--- src/rtl/pe_pkg.sv ---
// Shared types and sizing for the pe_block MAC column.
package pe_pkg;

  localparam int unsigned NUM_ROWS = 8;
  localparam int unsigned DEPTH    = 4;
  localparam int unsigned DW       = 8;
  localparam int unsigned AW       = 32;
  localparam int unsigned STEP_W   = (DEPTH > 1) ? $clog2(DEPTH) : 1;

  typedef enum logic [1:0] {
    IDLE = 2'd0,
    RUN  = 2'd1,
    DONE = 2'd2
  } state_e;

  typedef logic signed [DW-1:0] data_t;
  typedef logic signed [AW-1:0] acc_t;

  // Full-precision signed product, sign-extended to accumulator width.
  function automatic acc_t mac_product(data_t a, data_t b);
    logic signed [2*DW-1:0] p;
    p = a * b;
    return AW'(p);
  endfunction

endpackage

--- src/rtl/pe_block_if.sv ---
// Streaming operand / result bundle between tile buffers, pe_block and the ofmap writer.
interface pe_block_if;
  import pe_pkg::*;

  data_t                ifmap;
  data_t [NUM_ROWS-1:0] weight;
  acc_t  [NUM_ROWS-1:0] bias;
  logic                 i_en;
  acc_t  [NUM_ROWS-1:0] ofmap;
  logic                 valid;

  modport master (output ifmap, weight, bias, i_en, input ofmap, valid);
  modport slave  (input ifmap, weight, bias, i_en, output ofmap, valid);

endinterface

--- src/rtl/pe_mac.sv ---
// One output-stationary row: accumulator loaded with bias+product or accumulated.
// Optional PE_RELU_EN clamps negative results to zero on the output only.
module pe_mac
  import pe_pkg::*;
(
  input  logic  clk,
  input  logic  rst,
  input  logic  load,
  input  logic  acc_en,
  input  data_t ifmap,
  input  data_t weight,
  input  acc_t  bias,
  output acc_t  ofmap
);

  acc_t acc_q;
  acc_t prod;

  assign prod = mac_product(ifmap, weight);

  // Load wins over accumulate so a restart always begins from fresh bias.
  always_ff @(posedge clk or negedge rst) begin
    if (!rst) begin
      acc_q <= '0;
    end else if (load) begin
      acc_q <= bias + prod;
    end else if (acc_en) begin
      acc_q <= acc_q + prod;
    end
  end

`ifdef PE_RELU_EN
  assign ofmap = acc_q[AW-1] ? '0 : acc_q;
`else
  assign ofmap = acc_q;
`endif

endmodule

--- src/rtl/pe_block.sv ---
// Output-stationary MAC column: shared ifmap, per-row weights, DEPTH-step reduction.
// Build option PE_RELU_EN selects ReLU'd outputs (see pe_mac).
module pe_block
  import pe_pkg::*;
(
  input  logic      clk,
  input  logic      rst,
  pe_block_if.slave bus
);

  localparam logic [1:0]        ST_IDLE  = IDLE;
  localparam logic [1:0]        ST_RUN   = RUN;
  localparam logic [1:0]        ST_DONE  = DONE;
  localparam logic [STEP_W-1:0] STEP_ONE = STEP_W'(1);
  localparam logic [STEP_W-1:0] STEP_LST = STEP_W'(DEPTH - 1);

  logic [1:0]        state_q, state_nxt;
  logic [STEP_W-1:0] step_q, step_nxt;
  logic              valid_q, valid_nxt;
  logic              load_c, acc_c;

  always_ff @(posedge clk or negedge rst) begin
    if (!rst) begin
      state_q <= ST_IDLE;
      step_q  <= '0;
      valid_q <= 1'b0;
    end else begin
      state_q <= state_nxt;
      step_q  <= step_nxt;
      valid_q <= valid_nxt;
    end
  end

  // i_en from any state (re)starts a pass; RUN finishes on the last step.
  always_comb begin
    state_nxt = state_q;
    step_nxt  = step_q;
    valid_nxt = valid_q;
    load_c    = 1'b0;
    acc_c     = 1'b0;
    if (bus.i_en) begin
      load_c    = 1'b1;
      step_nxt  = STEP_ONE;
      valid_nxt = 1'b0;
      state_nxt = ST_RUN;
    end else begin
      case (state_q)
        ST_RUN: begin
          acc_c = 1'b1;
          if (step_q == STEP_LST) begin
            step_nxt  = '0;
            valid_nxt = 1'b1;
            state_nxt = ST_DONE;
          end else begin
            step_nxt = step_q + STEP_ONE;
          end
        end
        ST_DONE: state_nxt = ST_DONE;
        default: state_nxt = ST_IDLE;
      endcase
    end
  end

  assign bus.valid = valid_q;

  for (genvar r = 0; r < NUM_ROWS; r++) begin : g_row
    pe_mac u_mac (
      .clk    (clk),
      .rst    (rst),
      .load   (load_c),
      .acc_en (acc_c),
      .ifmap  (bus.ifmap),
      .weight (bus.weight[r]),
      .bias   (bus.bias[r]),
      .ofmap  (bus.ofmap[r])
    );
  end

endmodule

--- src/flat_wrapper.sv ---
// flat-port wrapper written by rule: the top's interface ports become plain ports
module pe_block_flat import pe_pkg::*;
  (clk, rst, bus_ifmap, bus_weight, bus_bias, bus_i_en, bus_ofmap, bus_valid);
  pe_block_if bus_i ();
  input  logic clk;
  input  logic rst;
  input wire logic [$bits(bus_i.ifmap)-1:0] bus_ifmap;
  input wire logic [$bits(bus_i.weight)-1:0] bus_weight;
  input wire logic [$bits(bus_i.bias)-1:0] bus_bias;
  input wire logic [$bits(bus_i.i_en)-1:0] bus_i_en;
  output wire logic [$bits(bus_i.ofmap)-1:0] bus_ofmap;
  output wire logic [$bits(bus_i.valid)-1:0] bus_valid;
  assign bus_i.ifmap = bus_ifmap;
  assign bus_i.weight = bus_weight;
  assign bus_i.bias = bus_bias;
  assign bus_i.i_en = bus_i_en;
  assign bus_ofmap = bus_i.ofmap;
  assign bus_valid = bus_i.valid;
  pe_block u_core (.clk(clk), .rst(rst), .bus(bus_i));
endmodule
--- config.mk ---
export PLATFORM = sky130hd
export DESIGN_NAME = pe_block_flat
export DESIGN_NICKNAME = d
export VERILOG_FILES = /design/src/rtl/pe_pkg.sv /design/src/rtl/pe_block_if.sv /design/src/rtl/pe_mac.sv /design/src/rtl/pe_block.sv /design/src/flat_wrapper.sv
export SDC_FILE = /design/constraint.sdc
export NUM_CORES = 2
export LEC_CHECK = 0
export ABC_AREA = 1
export BUFFER_PORTS_ARGS = -buffer_cell sky130_fd_sc_hd__buf_2
export CORE_UTILIZATION = 60
export CTS_BUF_LIST = sky130_fd_sc_hd__clkbuf_16
export DETAILED_ROUTE_END_ITERATION = 6
export GPL_ROUTABILITY_DRIVEN = 0
export PLACE_DENSITY_LB_ADDON = 0.3
export SKIP_LAST_GASP = 1
export SYNTH_ARGS = -nofsm -noshare
export SYNTH_HDL_FRONTEND = slang
export SYNTH_SLANG_ARGS = --single-unit
--- constraint.sdc ---
create_clock -name clk -period 3.6 [get_ports clk]
set_input_delay 0.72 -clock clk [delete_from_list [all_inputs] [get_ports clk]]
set_output_delay 0.72 -clock clk [all_outputs]
set_load 0.02 [all_outputs]
==> flow_summary.toml, run 1 <==
[outcome]
status = "did not finish"
stop_stage = "5_1_grt"
error = "[ERROR GRT-0232] Routing congestion too high. Check the congestion heatmap in the GUI."

[cts]
h-tree-depth = 2
numCtsBuffers = 34
clockBufferDepth = 3
cts.sinks = 261
clock-root-buffer = "clkbuf_16"

[synthesis]
synth_area_per_cell_um2 = 6.71
netlist_area_mm2 = 0.0487
yosys_register_bits = 261
synth_nets = 8485
synth.distinct_cells = 66
yosysSeqAreaShare = 0.134
ys_warn_count = 0
syn-instance-count = 7264

[place]
placed_cells = 9846
io_buffers = 587
place_ws_ps = -2990
hpwl_um = 147000

[floorplanning]
start_util = 0.606
std_cell_rows = 104
die_x_um = 287
die_height_um = 287
io_pins = 588

[timing]
crit_endpoint = "u_core.g_row[7].u_mac.ofmap[24]$_DFFE_PN0P_/D"
worstEpCategory = "register data pin"

[global_route]
grt_max_degree = 97
grt-ovfl-total = 638
grtUsageTotal = 0.840
==> kinds of logic after synthesis <==
group	synth area share
muxes	0.000205
xor gates and xnor gates	0.0411
buffers and inverters	0.148
AOI/OAI and AO/OA	0.106
DFF	0.134
and+or+nand+nor	0.273
adders and majority gates	0.297
==> stage by stage <==
step | area (um2) | TNS [ps] | utilization | hold slack (ps)
after floorplan | 50700 | -395430 | - | 424
after detailed placement | 62700 | -544240 | 0.780 | 490
after global placement | 62700 | -515700 | 0.780 | 459
after CTS | 68800 | -384590 | 0.856 | 152
==> per-layer routing <==
metal / GRT usage / GRT overflow
met5: 0.452 / 3
met1: 0.826 / 16
met2: 0.966 / 351
met4: 0.866 / 244
met3: 0.734 / 24
==> Yosys cell counts, drive strengths merged <==
library cell,number,share of area
nand2,2155,0.17
inv,1630,0.13
fa,448,0.18
ha,442,0.11
o21ai,418,0.044
nor2,404,0.035
nand3,382,0.044
a21oi,336,0.035
dfrtp,261,0.13
clkbuf,166,0.015
xor2,118,0.021
xnor2,109,0.020
buf,65,0.0078
o22ai,55,0.0071
nand4,43,0.0055
nand3b,39,0.0061
a31oi,34,0.0044
nor3,29,0.0038
o21bai,20,0.0031
a21o,19,0.0029
or2,16,0.0021
a21boi,15,0.0023
o21a,14,0.0022
o41ai,9,0.0016
nand2b,4,0.00051
o211ai,4,0.00062
and2,3,0.00044
and3,3,0.00039
nor4,3,0.00039
o2111ai,3,0.00054
a211oi,2,0.00031
a221oi,2,0.00036
a22oi,2,0.00031
clkinv,2,0.00015
o211a,2,0.00041
o31ai,2,0.00031
mux2i,1,0.00021
nor2b,1,0.00013
nor3b,1,0.00015
o32ai,1,0.00018
or3b,1,0.00018
==> repair_timing <==
action | CTS
gates resized for setup | 924
setup endpoints to repair | 221
gates cloned | 5
setup buffers | 166
hold buffers | 0
pin swaps | 506
==> run 2: changes to the inputs <==
Settings changed: CORE_UTILIZATION 60 to 40, CTS_BUF_LIST sky130_fd_sc_hd__clkbuf_16 to unset, PLACE_DENSITY_LB_ADDON 0.3 to 0.15.
==> flow_summary.toml, run 2 <==
[cts]
h-tree-depth = 2
cts_tree = "built"
hold_buffers = 0
clockBufferDepth = 3
clkLatencyLatePin_ps = 600
cts.sinks = 261
clock-root-buffer = "clkbuf_16"
numCtsBuffers = 37
clk_pin_slew_ps = 60

[route]
dr.pass1.iters = 5
wl_per_cell_um = 18.0
vias = 53200
wirelength_um = 193000
drtIter0Drc = 2771
drtAntennaViolNets = 0
viasPerCell = 4.96
drc = 0

[setup_path]
criticalPathCategory = "in -> reg"
critPathMaxStageDelay_ps = 560
worstPathArrival_ps = 6420
ff2ff_path_depth = 14
endpoint_kind = "flip-flop"
cp.required_ps = 4010
startpoint_type = "primary input"
critPathMaxFanout = 4
crit_slowest_cell = "fa_1"
crit_path_frequent_cell = "buf_4"

[synthesis]
synth.largest_area_cell = "fa_1"
yosysSeqAreaShare = 0.134
netlist_area_mm2 = 0.0487
ys_warn_count = 0
yosys_register_bits = 261
syn-instance-count = 7264
synth.most_common_cell = "nand2_1"
synth_area_per_cell_um2 = 6.71
yosys-top-cells-area = "fa_1 (18%), nand2_1 (16%), dfrtp_1 (13%)"
synth.distinct_cells = 66
yosys.area.top_type_share = 0.184
synth_common_cells = "nand2_1 (2052), inv_1 (1610), fa_1 (448)"
yosys_most_used_dff = "dfrtp_1"
synth_edf_count = 0
synth_nets = 8485
ys_async_sr_fraction = 1.00

[timing]
clock.fmax_ghz = 0.167
fin_crit_sh = 1.67
rsz0062_at_grt = "yes"
max_slew.worst_pin.slew_ps = 1080
fin_crit_ps = 6000
hold_viol_final = 0
setup_ws_ps = -2400
slew_violations = 0
finalSetupViolations = 219
relSlewSlack = 0.283
clock_skew_ps = 32.5

[hold_path]
hold_path_class = "in -> async"

[layout]
final_cells = 10700
layout_common_cells = "nand2_1 (1817), inv_1 (1472), buf_4 (1279), buf_2 (576), fa_1 (426)"
final_common_cell = "nand2_1"
multi_input_area_mm2 = 0.0410
fill_cells = 11200
register_area_mm2 = 0.00653
drive_above_1_share = 0.366
area_delta_synth_final_pct = 47.0
num-nets-final = 10300
largest_reg_flops = 256

[floorplanning]
start_util = 0.405
die_x_um = 351
die_height_um = 351
std_cell_rows = 127
dieArea_mm2 = 0.123
coreArea_mm2 = 0.120
io_pins = 588

[flow_run]
maxCapViolations = 0

[outcome]
status = "finished with violations"
violations = "negative setup slack"

[global_route]
grt_pass1_vias = 54400
grt_pass1_wl_um = 295000
grt-ovfl-total = 0
grt_max_degree = 129
grtUsageTotal = 0.307
antenna_found_initial = 17

[place]
place_ws_ps = -3160
placed_cells = 10500
hpwl_um = 156000
io_buffers = 587
[run 2: cells by family after synthesis]
| logic type | synth area share |
|---|---|
| muxes | 0.000205 |
| buffers and inverters | 0.148 |
| xor gates and xnor gates | 0.0411 |
| adders and majority gates | 0.297 |
| and+or+nand+nor | 0.273 |
| AOI/OAI and AO/OA | 0.106 |
| DFF | 0.134 |
[run 2: layout make-up]
cell class	count	area share
clock buffers	53	0.0152
multi-input cells	5141	0.572
inverters	1632	0.0862
clock inverters	12	0.00225
repair buffers	2001	0.205
flip-flops and latches	261	0.0912
well taps	1612	0.0282
diodes	9	0.000314
[run 2: metal layers]
layer / up-vias / global-route usage / routed length [um]
met5: - / 0 / 92
met4: 14 / 0.135 / 10200
met3: 452 / 0.0521 / 12300
met2: 1519 / 0.555 / 95900
met1: 25300 / 0.352 / 74000
li1: 25900 / - / -
[run 2: worst paths after layout]
| kind | start | end | slack, ps |
|---|---|---|---|
| setup / recovery | bus_ifmap[4] | u_core.g_row[5].u_mac.ofmap[13] | -2400 |
| hold / removal | rst | u_core.g_row[5].u_mac.ofmap[22] | 180 |
| setup reg to reg | u_core.g_row[6].u_mac.ofmap[1] | u_core.g_row[6].u_mac.ofmap[20] | 460 |
| hold reg to reg | u_core.step_q[1] | u_core.step_q[1] | 480 |
| max in group asynchronous | rst | u_core.g_row[6].u_mac.ofmap[13] | 2400 |
| min in group clk | u_core.step_q[1] | u_core.step_q[1] | 480 |
[run 2: what timing repair did]
action	4_1_cts	5_1_grt
endpoints found under the setup margin	219	223
gates resized for setup	615	549
pin swaps	256	352
setup buffers	98	75
gates cloned	7	3
[run 2: critical path: cells and delay by family]
kind | cells | cell delay (ps)
compound gates | 9 | 1200
xor+xnor | 2 | 360
fa+ha+maj | 6 | 2660
buf+inv | 16 | 1350
simple gates | 2 | 130
[run 2: through the flow]
step                TNS (ps)  instance area, um2  hold WS [ps]  utilization
floorplan            -395430               50700           424            -
global placement     -550230               64000           459        0.532
detailed placement   -562910               64000           467        0.532
CTS                  -399950               68900           194        0.572
global route         -465860               71600           227        0.595
finish               -412350               71600           177        0.595
Power of run 2 is left out: the tool's default activity adds up to more than one toggle a clock period on the data nets, which glitch-free logic cannot reach.
